[src/rtl/lns_pkg.sv]
// Shared LNS definitions: operand format, saturation helper and the
// sb/db correction tables (log2(1 +/- 2^-t) in 1/128 units, t = i/8).
// Also used by the LNS multiplier and conversion blocks.
package lns_pkg;

  localparam int MAG_W     = 11;
  localparam int FRAC_W    = 7;
  localparam int SEG_SHIFT = 4;
  // Correction is below half an LSB beyond 10 octaves of separation.
  localparam int D_MAX     = 10 << FRAC_W;
  localparam int N_SEG     = D_MAX >> SEG_SHIFT;
  localparam int SEG_W     = $clog2(N_SEG + 1);

  localparam logic signed [MAG_W-1:0] ZERO_MAG = {1'b1, {(MAG_W-1){1'b0}}};
  localparam logic signed [MAG_W-1:0] MAG_MAX  = {1'b0, {(MAG_W-1){1'b1}}};

  typedef struct packed {
    logic                    sign;
    logic signed [MAG_W-1:0] mag;
  } lns_t;

  typedef logic        [MAG_W:0]   d_t;
  typedef logic signed [MAG_W:0]   corr_t;
  typedef logic signed [MAG_W+1:0] wide_t;

  // round(log2(1 + 2^-(i/8)) * 128); entry 0 is exactly 2x.
  localparam int SB_TAB [N_SEG] = '{
    128, 120, 113, 106,  99,  92,  86,  80,
     75,  70,  65,  60,  56,  52,  48,  45,
     41,  38,  35,  33,  30,  28,  26,  24,
     22,  20,  18,  17,  16,  14,  13,  12,
     11,  10,   9,   9,   8,   7,   7,   6,
      6,   5,   5,   4,   4,   4,   3,   3,
      3,   3,   2,   2,   2,   2,   2,   2,
      1,   1,   1,   1,   1,   1,   1,   1,
      1,   1,   1,   1,   1,   0,   0,   0,
      0,   0,   0,   0,   0,   0,   0,   0
  };

  // round(log2(1 - 2^-(i/8)) * 128); entry 0 is the singular point, clamped.
  localparam int DB_TAB [N_SEG] = '{
    -1024, -460, -339, -272, -227, -193, -167, -146,
     -128, -113, -101,  -90,  -81,  -72,  -65,  -59,
      -53,  -48,  -44,  -40,  -36,  -33,  -30,  -27,
      -25,  -22,  -21,  -19,  -17,  -16,  -14,  -13,
      -12,  -11,  -10,   -9,   -8,   -8,   -7,   -6,
       -6,   -5,   -5,   -5,   -4,   -4,   -3,   -3,
       -3,   -3,   -2,   -2,   -2,   -2,   -2,   -2,
       -1,   -1,   -1,   -1,   -1,   -1,   -1,   -1,
       -1,   -1,   -1,   -1,   -1,    0,    0,    0,
        0,    0,    0,    0,    0,    0,    0,    0
  };

  // Table entry for segment seg; segments at or past D_MAX read as 0.
  function automatic corr_t phi_entry(input logic sub, input logic [SEG_W-1:0] seg);
    corr_t e;
    e = '0;
    if (int'(seg) < N_SEG) e = sub ? corr_t'(DB_TAB[seg]) : corr_t'(SB_TAB[seg]);
    return e;
  endfunction

  // Clamp a widened log magnitude into the representable range.
  function automatic logic signed [MAG_W-1:0] sat_mag(input wide_t r);
    if (r > wide_t'(MAG_MAX)) return MAG_MAX;
    if (r < wide_t'(ZERO_MAG)) return ZERO_MAG;
    return r[MAG_W-1:0];
  endfunction

endpackage

[src/rtl/lns_phi_lut.sv]
// Gaussian-log correction for LNS add/subtract.
// Default: nearest-lower segment lookup. With LNS_ADDER_INTERP_EN defined,
// linear interpolation between adjacent entries, rounded to nearest.
module lns_phi_lut
  import lns_pkg::*;
(
  input  logic [MAG_W:0]        i_d,
  input  logic                  i_op,
  output logic signed [MAG_W:0] o_corr
);

  logic [SEG_W-1:0] w_seg;
  logic             w_far;

  assign w_seg = i_d[SEG_SHIFT +: SEG_W];
  assign w_far = (i_d >= d_t'(D_MAX));

`ifdef LNS_ADDER_INTERP_EN
  typedef logic signed [MAG_W+6:0] prod_t;

  corr_t                 w_e0;
  corr_t                 w_e1;
  wide_t                 w_delta;
  prod_t                 w_prod;
  logic [SEG_SHIFT-1:0]  w_frac;

  // Interpolate between entry[seg] and entry[seg+1]; +half LSB before the shift rounds to nearest.
  always_comb begin
    w_e0    = phi_entry(i_op, w_seg);
    w_e1    = phi_entry(i_op, w_seg + SEG_W'(1));
    w_frac  = i_d[SEG_SHIFT-1:0];
    w_delta = wide_t'(w_e1) - wide_t'(w_e0);
    w_prod  = prod_t'(w_delta) * prod_t'($signed({1'b0, w_frac}))
            + prod_t'(1 << (SEG_SHIFT - 1));
    o_corr  = '0;
    if (!w_far) o_corr = w_e0 + corr_t'(w_prod >>> SEG_SHIFT);
  end
`else
  // Nearest-lower segment lookup.
  always_comb begin
    o_corr = '0;
    if (!w_far) o_corr = phi_entry(i_op, w_seg);
  end
`endif

endmodule

[src/rtl/lns_adder.sv]
// Signed LNS adder, one result per cycle, latency 1.
// Optional interpolated correction: define LNS_ADDER_INTERP_EN.
module lns_adder
  import lns_pkg::*;
(
  input  logic           clk,
  input  logic           rst,
  input  logic           in_valid,
  input  logic [MAG_W:0] x,
  input  logic [MAG_W:0] y,
  output logic           out_valid,
  output logic [MAG_W:0] out
);

  lns_t  w_x;
  lns_t  w_y;
  lns_t  w_big;
  logic  w_x_big;
  logic  w_sub;
  logic  w_cancel;
  corr_t w_diff;
  d_t    w_d;
  corr_t w_corr;
  wide_t w_sum;
  lns_t  w_res;
  lns_t  r_out;
  logic  r_valid;

  assign w_x = x;
  assign w_y = y;

  // Pick the larger-magnitude operand (tie keeps x) and form |x.mag - y.mag|.
  always_comb begin
    w_x_big = (w_x.mag >= w_y.mag);
    w_big   = w_x_big ? w_x : w_y;
    w_diff  = corr_t'(w_x.mag) - corr_t'(w_y.mag);
    w_d     = w_x_big ? d_t'(w_diff) : d_t'(-w_diff);
    w_sub   = w_x.sign ^ w_y.sign;
  end

  lns_phi_lut u_phi (
    .i_d    (w_d),
    .i_op   (w_sub),
    .o_corr (w_corr)
  );

  // Apply correction, saturate, and substitute the ZERO code on exact cancellation.
  always_comb begin
    w_sum     = wide_t'(w_big.mag) + wide_t'(w_corr);
    w_cancel  = w_sub && (w_d == '0);
    w_res     = '0;
    w_res.sign = w_big.sign;
    w_res.mag  = sat_mag(w_sum);
    if (w_cancel) begin
      w_res.sign = 1'b0;
      w_res.mag  = ZERO_MAG;
    end
  end

  // Output register: result captured only on valid input, held otherwise.
  always_ff @(posedge clk) begin
    if (rst) begin
      r_out   <= '0;
      r_valid <= 1'b0;
    end else begin
      r_valid <= in_valid;
      if (in_valid) r_out <= w_res;
    end
  end

  assign out       = r_out;
  assign out_valid = r_valid;

endmodule

[config.mk]
export PLATFORM = sky130hd
export DESIGN_NAME = lns_adder
export DESIGN_NICKNAME = d
export VERILOG_FILES = /design/src/rtl/lns_pkg.sv /design/src/rtl/lns_phi_lut.sv /design/src/rtl/lns_adder.sv
export SDC_FILE = /design/constraint.sdc
export NUM_CORES = 1
export LEC_CHECK = 0
export ABC_CLOCK_PERIOD_IN_PS = 8800
export BUFFER_PORTS_ARGS = -buffer_cell sky130_fd_sc_hd__buf_2
export CAP_MARGIN = 20
export CORE_MARGIN = 8
export CORE_UTILIZATION = 55
export CTS_CLUSTER_DIAMETER = 150
export DETAILED_ROUTE_END_ITERATION = 10
export PLACE_DENSITY = 0.76
export SLEW_MARGIN = 20
export SYNTH_ARGS = -nofsm -noshare
export SYNTH_HDL_FRONTEND = slang
export SYNTH_SLANG_ARGS = --single-unit
export TNS_END_PERCENT = 5
[constraint.sdc]
create_clock -name clk -period 8.8 [get_ports clk]
set_input_delay 2.2 -clock clk [delete_from_list [all_inputs] [get_ports clk]]
set_output_delay 2.2 -clock clk [all_outputs]
set_load 0.05 [all_outputs]
After elaboration in Yosys (flattened, before gate mapping)
Memories as Yosys holds them, arrays and structs flattened.
Cells that the tools add are included.
{"block": "classes", "magnitude_cmp": 6, "eq_ne": 0, "div": 0, "add_sub_neg": 3, "mux": 17, "n_bitwise": 2, "n_shift": 0, "n_mul": 0, "n_reduce_logical": 2}
{"op": "12-bit two-way mux", "n": 10}
{"op": "11-bit two-way mux", "n": 4}
{"op": "11-bit by 12-bit adder with 13-bit output", "n": 1}
{"op": "13-bit by 11-bit > comparator with 1-bit output, second input constant", "n": 1}
{"op": "13-bit by 11-bit < comparator with 1-bit output, second input constant", "n": 1}
{"op": "12-bit by 11-bit >= comparator with 1-bit output, second input constant", "n": 1}
{"op": "12-bit zero test", "n": 1}
{"op": "12-bit negator", "n": 1}
{"op": "11-bit by 11-bit subtractor with 12-bit output", "n": 1}
{"op": "11-bit >= comparator", "n": 1}
{"op": "8-bit >= comparator, second input constant", "n": 1}
{"op": "7-bit NOT with 8-bit output", "n": 1}
{"op": "7-bit < comparator, second input constant", "n": 1}
{"op": "1-bit two-way mux", "n": 3}
{"op": "1-bit logical AND", "n": 1}
{"op": "1-bit XOR", "n": 1}
{"block": "word_totals", "reg_bits": 13, "latch_bits": 0, "memories": 2, "mem_bits_ro": 8192, "mem_bits_rw": 0, "wordCells": 35, "out_inout_bits": 13}
{"name": "(name not given)", "depth": 128, "word_bits": 32, "read_ports": 1, "rd_clocked_by_memory_dff": 0, "write_ports": 0, "line_no": "lns_pkg.sv:58", "text": "if (int'(seg) < N_SEG) e = sub ? corr_t'(DB_TAB[seg]) : corr_t'(SB_TAB[seg]);"}
{"name": "(name not given)", "depth": 128, "word_bits": 32, "read_ports": 1, "rd_clocked_by_memory_dff": 0, "write_ports": 0, "line_no": "lns_pkg.sv:58"}

Depth between registers and ports, before layout
Gate-level depths: netlist (run 1).
{"block": "logic_depth", "ltp_word": 17, "ltp_mapped": 32, "mapped_depth_nobuf": 29}

Modules after synthesis
From an unflattened synthesis (run 1), not the netlist that was laid out.
{"block": "unflattened", "cells_unflattened": 502, "area_unflattened_um2": 3621.0}
{"mod": "lns_adder", "area_each_um2": 2436.1, "seq_area_each_um2": 260.2, "cells_per_inst": 316, "instances": 1}
{"mod": "lns_phi_lut", "area_each_um2": 1184.9, "seq_area_each_um2": 0.0, "cells_per_inst": 186, "instances": 1}

Least setup slack after synthesis (run 1)
No wires, ideal clock.
{"block": "synth_path", "path_kind": "input to register", "startpoint": "input x[0]", "endpoint": "register r_out, in the netlist out[4]", "arrival_time_ns": 8.381, "n_path_buf": 3, "setup_time_ns": 0.122, "path_slack_ns": 0.297, "cell_stages": 32, "path_cell_list": "inv_1 -> ha_1 -> fa_1 -> nand2b_2 -> a211oi_2 -> o22ai_2 -> a21oi_4 -> buf_2 -> nor3_1 -> or2_2 -> inv_1 -> ha_1 -> clkbuf_1 -> o21ai_0 -> a2111oi_0 -> a211oi_1 -> a311o_1 -> a311oi_1 -> ha_1 -> inv_1 -> fa_1 -> nor2b_1 -> o21ai_0 -> a21boi_0 -> o21bai_1 -> a21boi_0 -> o31a_1 -> o32a_1 -> o32ai_1 -> and2_1 -> buf_2 -> a221o_1"}
{"block": "synth_via", "elab_chain_len": 17, "word_cells_on_any_way": 29, "cone_classes": "3 x add/sub; 5 x order compare; 16 x mux; 1 x bitwise; 2 x reduce/logical; 2 x memory"}
{"item": "from (decl)", "line_no": "lns_adder.sv:9", "text": "input logic [MAG_W:0] x,"}
{"item": "11-bit by 11-bit subtractor with 12-bit output", "line_no": "lns_adder.sv:36", "text": "w_diff = corr_t'(w_x.mag) - corr_t'(w_y.mag);"}
{"item": "12-bit negator", "line_no": "lns_adder.sv:37", "text": "w_d = w_x_big ? d_t'(w_diff) : d_t'(-w_diff);"}
{"item": "12-bit two-way mux", "line_no": "lns_adder.sv:37"}
{"item": "7-bit NOT with 8-bit output (not written as such)", "line_no": "lns_pkg.sv:58"}
{"item": "memory 128 x 32 bit"}
{"item": "12-bit two-way mux (not written as such) (2 in series)", "line_no": "lns_pkg.sv:58"}
{"item": "12-bit two-way mux (2 in series)", "line_no": "lns_pkg.sv:58"}
{"item": "12-bit two-way mux", "line_no": "lns_phi_lut.sv:42", "text": "if (!w_far) o_corr = phi_entry(i_op, w_seg);"}
{"item": "11-bit by 12-bit adder with 13-bit output", "line_no": "lns_adder.sv:49", "text": "w_sum = wide_t'(w_big.mag) + wide_t'(w_corr);"}
{"item": "13-bit by 11-bit < comparator with 1-bit output", "line_no": "lns_pkg.sv:65", "text": "if (r < wide_t'(ZERO_MAG)) return ZERO_MAG;"}
{"item": "1-bit two-way mux (2 in series)", "line_no": "lns_pkg.sv:65"}
{"item": "11-bit two-way mux", "line_no": "lns_pkg.sv:66", "text": "return r[MAG_W-1:0];"}
{"item": "11-bit two-way mux", "line_no": "lns_pkg.sv:65"}
{"item": "12-bit two-way mux *", "line_no": "lns_adder.sv:54", "text": "if (w_cancel) begin"}
{"item": "to (signal assigned)", "line_no": "lns_adder.sv:67", "text": "if (in_valid) r_out <= w_res;"}
{"item": "to (decl)", "line_no": "lns_adder.sv:26", "text": "lns_t r_out;"}
Mark *: on every way between the ends. The rest lies on a longest branch, timed or not. The select of a mux whose other input is x is not followed.
A chain may end at the register's enable or synchronous reset.

Worst setup path in the final report (run 1)
{"block": "layout_path", "startpoint": "input y[0]", "endpoint": "register r_out, in the netlist out[5]"}
{"block": "layout_via", "elab_chain_len": 17, "word_cells_on_any_way": 29, "cone_classes": "3 x add/sub; 5 x order compare; 16 x mux; 1 x bitwise; 2 x reduce/logical; 2 x memory"}
{"item": "from (decl)", "line_no": "lns_adder.sv:10", "text": "input logic [MAG_W:0] y,"}
{"item": "11-bit by 11-bit subtractor with 12-bit output", "line_no": "lns_adder.sv:36"}
{"item": "12-bit negator", "line_no": "lns_adder.sv:37"}
{"item": "12-bit two-way mux", "line_no": "lns_adder.sv:37"}
{"item": "7-bit NOT with 8-bit output (not written as such)", "line_no": "lns_pkg.sv:58"}
{"item": "memory 128 x 32 bit"}
{"item": "12-bit two-way mux (not written as such) (2 in series)", "line_no": "lns_pkg.sv:58"}
{"item": "12-bit two-way mux (2 in series)", "line_no": "lns_pkg.sv:58"}
{"item": "12-bit two-way mux", "line_no": "lns_phi_lut.sv:42"}
{"item": "11-bit by 12-bit adder with 13-bit output", "line_no": "lns_adder.sv:49"}
{"item": "13-bit by 11-bit < comparator with 1-bit output", "line_no": "lns_pkg.sv:65"}
{"item": "1-bit two-way mux (2 in series)", "line_no": "lns_pkg.sv:65"}
{"item": "11-bit two-way mux", "line_no": "lns_pkg.sv:66"}
{"item": "11-bit two-way mux", "line_no": "lns_pkg.sv:65"}
{"item": "12-bit two-way mux *", "line_no": "lns_adder.sv:54"}
Marks and branches as above.

==> metrics.yaml, run 1 <==
synth_cells: 471
grt_first_pass_wirelength_mm: 16.77
ctsRootBufferMaster: "clkbuf_8"
syn-num-nets: 530
fin_crit_ns: 8.316
grt_max_degree: 33
synth_edf_count: 0
crit_required_ns: 8.99
max_stage_delay_ns: 0.46
cts_buffers: 3
startpoint_type: "input port"
p_per_area_nw_per_um2: 241.8
synthArstFlopShare_pct: 0
ys_types: 84
endpoint_kind: "register"
setup_violations: 0
cts_buffer_depth: 2
grtUsageTotal_pct: 22.55
netlist_area_um2: 3366
ant_nets: 0
post_cts_buffers: 0
grt_overflow: 0
ir_drop_v: 0.0001977
dieArea_um2: 8878
drive_gt1_share_pct: 19.80
die_h_um: 94.23
fin_worst_skew_ns: 0
diodes: 0
layout_commonest_cell: "nor2_1"
grt_pass1_vias: 3569
path_class: "in2reg"
start_util_pct: 56.85
worstPathMaxFanout: 7
port_buffers: 39
wl_per_cell_um: 17.73
hold_viol: 0
gp_congestion: 0.9898
final_cell_mix: "nor2_1 (47), nand2_1 (42), buf_2 (39), o21ai_0 (38), ha_1 (30)"
vias: 3831
syn_to_final_growth_pct: 11.12
post-route-drc-count: 0
drt_iter0_markers: 345
clk_latency_ns: 0.24
tritoncts: "yes"
status: "finished, final reports clean"
tns_ns: 0
ys_warn_count: 0
avgSynthCellArea_um2: 7.146
core_area_um2: 5921
maxCapViolCount: 0
h-tree-depth: 1
cp_slowest_cell: "a2111oi_1"
routed_via_density: 6.549
routed_wl_mm: 10.37
placementRows: 28
antenna_found_initial: 0
dieWidth_um: 94.23
postLayoutCoreUtil_pct: 63.17
yosys_register_bits: 13
clk_pin_slew_ns: 0.06
cts.sinks: 13
max_slew_margin_pct: 45.04
worst_pin_slew_ns: 0.8204
io_pins: 40
num-fill-cells: 543
max_freq_ghz: 0.1202
whs_ns: 0.4773
min_period_over_period_pct: 94.50
nets: 570
dp.final_hpwl_mm: 8.223
hp-class: "reg2reg"
critPathMostFrequentCell: "ha_1"
arrival_ns: 8.51
p_leak_nw: 1.590
ys.flop_type: "dfxtp_1"
slew_viol_final: 0
synth-seq-area-share_pct: 7.732
dr.pass1.iters: 5
==> Yosys cell counts, types with 3 or more instances <==
cell	n	share of area (%)
o211ai_1	8	1.8
a21o_1	5	1.1
nand4_1	6	1.1
and2_1	4	0.74
a31oi_1	10	1.9
xnor2_2	4	1.9
a221o_1	7	2.1
buf_4	4	0.89
o31a_1	4	1.0
nor3b_1	3	0.67
nand2_1	42	4.7
a2111oi_0	4	1.0
inv_1	26	2.9
or2_2	3	0.56
nand3_1	14	2.1
buf_2	10	1.5
xnor2_1	12	3.1
a211oi_1	11	2.5
nor2_2	3	0.56
nor2_1	47	5.2
nand2b_1	5	0.93
o21ai_0	38	5.7
xor2_1	5	1.3
o2111ai_1	3	0.78
o22ai_1	7	1.3
o21bai_1	3	0.67
or3_1	6	1.1
a21oi_2	3	0.78
clkbuf_1	8	0.89
o31ai_1	3	0.67
ha_1	30	11
dfxtp_1	13	7.7
a21oi_1	21	3.1
a311oi_1	4	1.0
a22o_1	4	1.0
nor3_1	13	1.9
a211o_1	5	1.3
nor2b_1	8	1.5
o21a_1	3	0.67
==> final cells by class <==
| type | instances | area [µm²] | share of cell area [%] |
|---|---|---|---|
| multi-input cells | 406 | 2882 | 77.05 |
| repair buffers | 61 | 360.3 | 9.635 |
| flip-flops and latches | 13 | 260.3 | 6.959 |
| inverters | 26 | 97.59 | 2.610 |
| well taps | 75 | 93.84 | 2.509 |
| clock buffers | 3 | 41.29 | 1.104 |
| clock inverters | 1 | 5.005 | 0.1338 |
==> kinds of logic after synthesis <==
logic type,after synthesis,synth area share [%]
AO/OA/AOI/OAI,178,38.81
AND/OR/NAND/NOR,171,26.51
buffers and inverters,52,6.877
adder cells (fa/ha/maj),32,12.34
XOR/XNOR,21,6.357
flip-flops,13,7.732
multiplexers,4,1.375
==> flip-flops by register name (all words and copies together), names as in the netlist <==
signal and cells:
out_valid 1, out 12
==> power by group <==
part            total, W  internal [W]  switching [W]
combinational   0.000765      0.000279       0.000486
clock          0.0000530     0.0000313      0.0000217
sequential     0.0000863     0.0000773     0.00000900
==> worst paths after layout <==
path	from	to	slack [ns]	cells after the start
max	y[0]	out[5]	0.48	29
min	out[11]	out[11]	0.48	1
max reg2reg	out[5]	out[5]	8.07	1
min reg2reg	out[11]	out[11]	0.48	1
==> worst max-delay path: cells and delay by family <==
kind,cells,cell delay [ns]
compound gates,13,2.89
simple gates,7,1.48
buf+inv,3,0.31
xor+xnor,1,0.17
fa+ha+maj,5,1.46
==> per-stage QoR <==
| stage | instance area (µm²) | total power (W) | setup WS [ns] | cells |
|---|---|---|---|---|
| 2_1_floorplan | 3366 | 0.0006455 | 0.2970 | 471 |
| 3_3_place_gp | 3686 | 0.0008268 | 0.1828 | 581 |
| 3_5_place_dp | 3686 | 0.0008286 | -0.02549 | 581 |
| 4_1_cts | 3732 | 0.0008849 | 0.2038 | 585 |
| 5_1_grt | 3740 | 0.0009707 | -0.04900 | 585 |
| 6_report | 3740 | 0.0009045 | 0.4840 | 585 |
==> routing by layer <==
layer	share of wire (%)	track usage, %
met4	2.5	7.133
met3	7.2	1.998
met2	45	37.72
met1	45	29.48
met5	0	0
==> repair_timing <==
item                                    4_1_cts  5_1_grt
gates resized for setup                       0        6
hold buffers                                  0        0
hold endpoints to repair                      0        0
endpoints found under the setup margin        0       10
No activity file was read; power rests on OpenSTA's default activity.
==> inputs of run 2 (changes only) <==
==> constraint.sdc (replaced) <==
create_clock -name clk -period 8.8 [get_ports clk]
set_input_delay 0.88 -clock clk [delete_from_list [all_inputs] [get_ports clk]]
set_output_delay 0.88 -clock clk [all_outputs]
set_load 0.05 [all_outputs]
==> run 2 against run 1 <==
Net effect: critical path depth stayed put; die area stayed put; clock skew stayed put; utilization is 1.9 points lower; global-route usage is 0.79 points lower; clock power is 4.0% lower; non-clock buffer count is 14 lower; sequential power hardly changed; fmax is 6.2% higher; register-to-register slack hardly changed; critical endpoint is now out[9].
==> metrics.yaml, run 2 (synthesis gave the netlist of run 1 again) <==
gp_congestion: 1.000  # was 0.9898
wl_per_cell_um: 17.40  # was 17.73 µm
num-fill-cells: 558  # was 543
fin_crit_ns: 7.830  # was 8.316 ns
worst_pin_slew_ns: 0.9195  # was 0.8204 ns
io_pins: 40  # unchanged
nets: 556  # was 570
min_delay_path_depth: 1  # unchanged
tns_ns: 0  # unchanged
worstPathMaxFanout: 9  # was 7
seq_area_um2: 260.3  # unchanged
startpoint_type: "input port"  # unchanged
r2r_slack_ns: 8.07  # about the same
cp.depth: 29  # unchanged
rsz0062_at_grt: "no"
dieArea_um2: 8878  # unchanged
die_h_um: 94.23  # unchanged
placementRows: 28  # unchanged
start_util_pct: 56.85  # unchanged
final_cell_mix: "nor2_1 (47), nand2_1 (42), buf_2 (39), o21ai_0 (38), ha_1 (30)"  # unchanged
reg2reg_to: "out[9]"  # was out[5]
antenna_found_initial: 0  # unchanged
cts_buffer_depth: 2  # unchanged
ir_drop_v: 0.0001986  # was 0.0001977 V
p_per_area_nw_per_um2: 238.6  # was 241.8 nW/µm²
grt_pass1_vias: 3378  # was 3569
clk_pin_slew_ns: 0.05  # was 0.06 ns
layout_commonest_cell: "nor2_1"  # unchanged
diodes: 0  # unchanged
grt_first_pass_wirelength_mm: 16.08  # was 16.77 mm
crit_required_ns: 8.98  # was 8.99 ns
largest_reg_flops: 12  # unchanged
reg2reg_from: "out[9]"  # was out[5]
grt_overflow: 0  # unchanged
p_leak_nw: 1.515  # was 1.590 nW
max_stage_delay_ns: 0.46  # about the same
core_area_um2: 5921  # unchanged
ant_nets: 0  # unchanged
drive_gt1_share_pct: 16.94  # was 19.80%
max_slew_margin_pct: 38.26  # was 45.04%
hp-start: "out[1]"  # was out[11]
crit_family: "compound AO/OA/AOI/OAI gates"  # unchanged
fin_worst_skew_ns: 0  # unchanged
port_buffers: 39  # unchanged
dr.pass1.iters: 5  # unchanged
dp.final_hpwl_mm: 7.860  # was 8.223 mm
slew_viol_final: 0  # unchanged
setup_ws_ns: 0.9696  # was 0.4840 ns
ctsRootBufferMaster: "clkbuf_8"  # unchanged
grt_max_degree: 35  # was 33
post_cts_buffers: 0  # unchanged
status: "finished, final reports clean"  # unchanged
h-tree-depth: 1  # unchanged
max_freq_ghz: 0.1277  # was 0.1202 GHz
drt_iter0_markers: 421  # was 345
endpoint_kind: "register"  # unchanged
setup_violations: 0  # unchanged
cts_resized: 0  # unchanged
hold_viol: 0  # unchanged
tritoncts: "yes"  # unchanged
cts.sinks: 13  # unchanged
arrival_ns: 8.01  # was 8.51 ns
vias: 3809  # was 3831
path_buf_inv: 3  # unchanged
routed_via_density: 6.671  # was 6.549
dieWidth_um: 94.23  # unchanged
path_class: "in2reg"  # unchanged
hp-class: "reg2reg"  # unchanged
rr_worst_depth: 1  # unchanged
maxCapViolCount: 0  # unchanged
critPathMostFrequentCell: "ha_1"  # unchanged
post-route-drc-count: 0  # unchanged
grtUsageTotal_pct: 21.75  # was 22.55%
syn_to_final_growth_pct: 7.732  # was 11.12%
ctsHoldBuffers: 0  # unchanged
clk_latency_ns: 0.24  # about the same
min_period_over_period_pct: 88.98  # was 94.50%
holdPathEnd: "out[1]"  # was out[11]
routed_wl_mm: 9.936  # was 10.37 mm
multi_input_area_um2: 2874  # was 2882 µm²
cts_buffers: 3  # unchanged
cp_slowest_cell: "nor4_4"  # was a2111oi_1
dp_slack_ns: 0.8361  # was -0.02549 ns
[run 2: cell count changes in the layout (fill, tap and decap cells not counted)]
cell,delta
a21boi_1,-2
a21boi_0,+2
a2111oi_0,+1
a21oi_1,+1
a2111oi_1,-1
buf_4,-14
a21oi_2,-1
and2_1,+1
clkbuf_1,+1
and2_4,-1
clkinv_2,-1
[run 2: where the power goes]
group	internal [W]	total (W)	switching (W)
sequential	0.0000774	0.0000862	0.00000877
clock	0.0000318	0.0000509	0.0000191
combinational	0.000255	0.000728	0.000473
total	0.000364	0.000865	0.000501
[run 2: final cells by class]
class,instances,share of cell area [%]
Timing Repair Buffer,47,7.039
Tap cell,75,2.588
Sequential cell,13,7.177
Inverter,26,2.692
Clock buffer,4,1.242
Multi-Input combinational cell,406,79.26
[run 2: worst max path at each step]
stage                     startpoint  slack, ns  endpoint
after floorplan                 x[0]       1.62    out[4]
after global placement          y[0]       1.18    out[6]
after detailed placement        y[0]       0.84    out[9]
after CTS                       y[0]       1.04    out[9]
after global routing            y[0]       0.36    out[6]
final                           y[0]       0.97    out[9]
[run 2: metal layers]
| layer | share of wire, % | global-route usage [%] | up-vias |
|---|---|---|---|
| li1 | - | - | 1847 |
| met2 | 44 | 34.36 | 194 |
| met1 | 43 | 29.72 | 1734 |
| met5 | 0 | 0 | - |
| met4 | 3.5 | 8.454 | 0 |
| met3 | 9.2 | 1.599 | 34 |
[run 2: metrics by stage]
stage / utilization [%] / std cells / cell area, µm² / power [W] / hold WS [ns]
6_report: 61.24 / 571 / 3626 / 0.0008652 / 0.4764
5_1_grt: 61.24 / 571 / 3626 / 0.0009278 / 0.4876
4_1_cts: 61.24 / 571 / 3626 / 0.0008503 / 0.4732
3_5_place_dp: 60.48 / 567 / 3581 / 0.0007960 / 0.4615
3_3_place_gp: 60.48 / 567 / 3581 / 0.0007910 / 0.4574
2_1_floorplan: - / 471 / 3366 / 0.0006455 / 0.6941
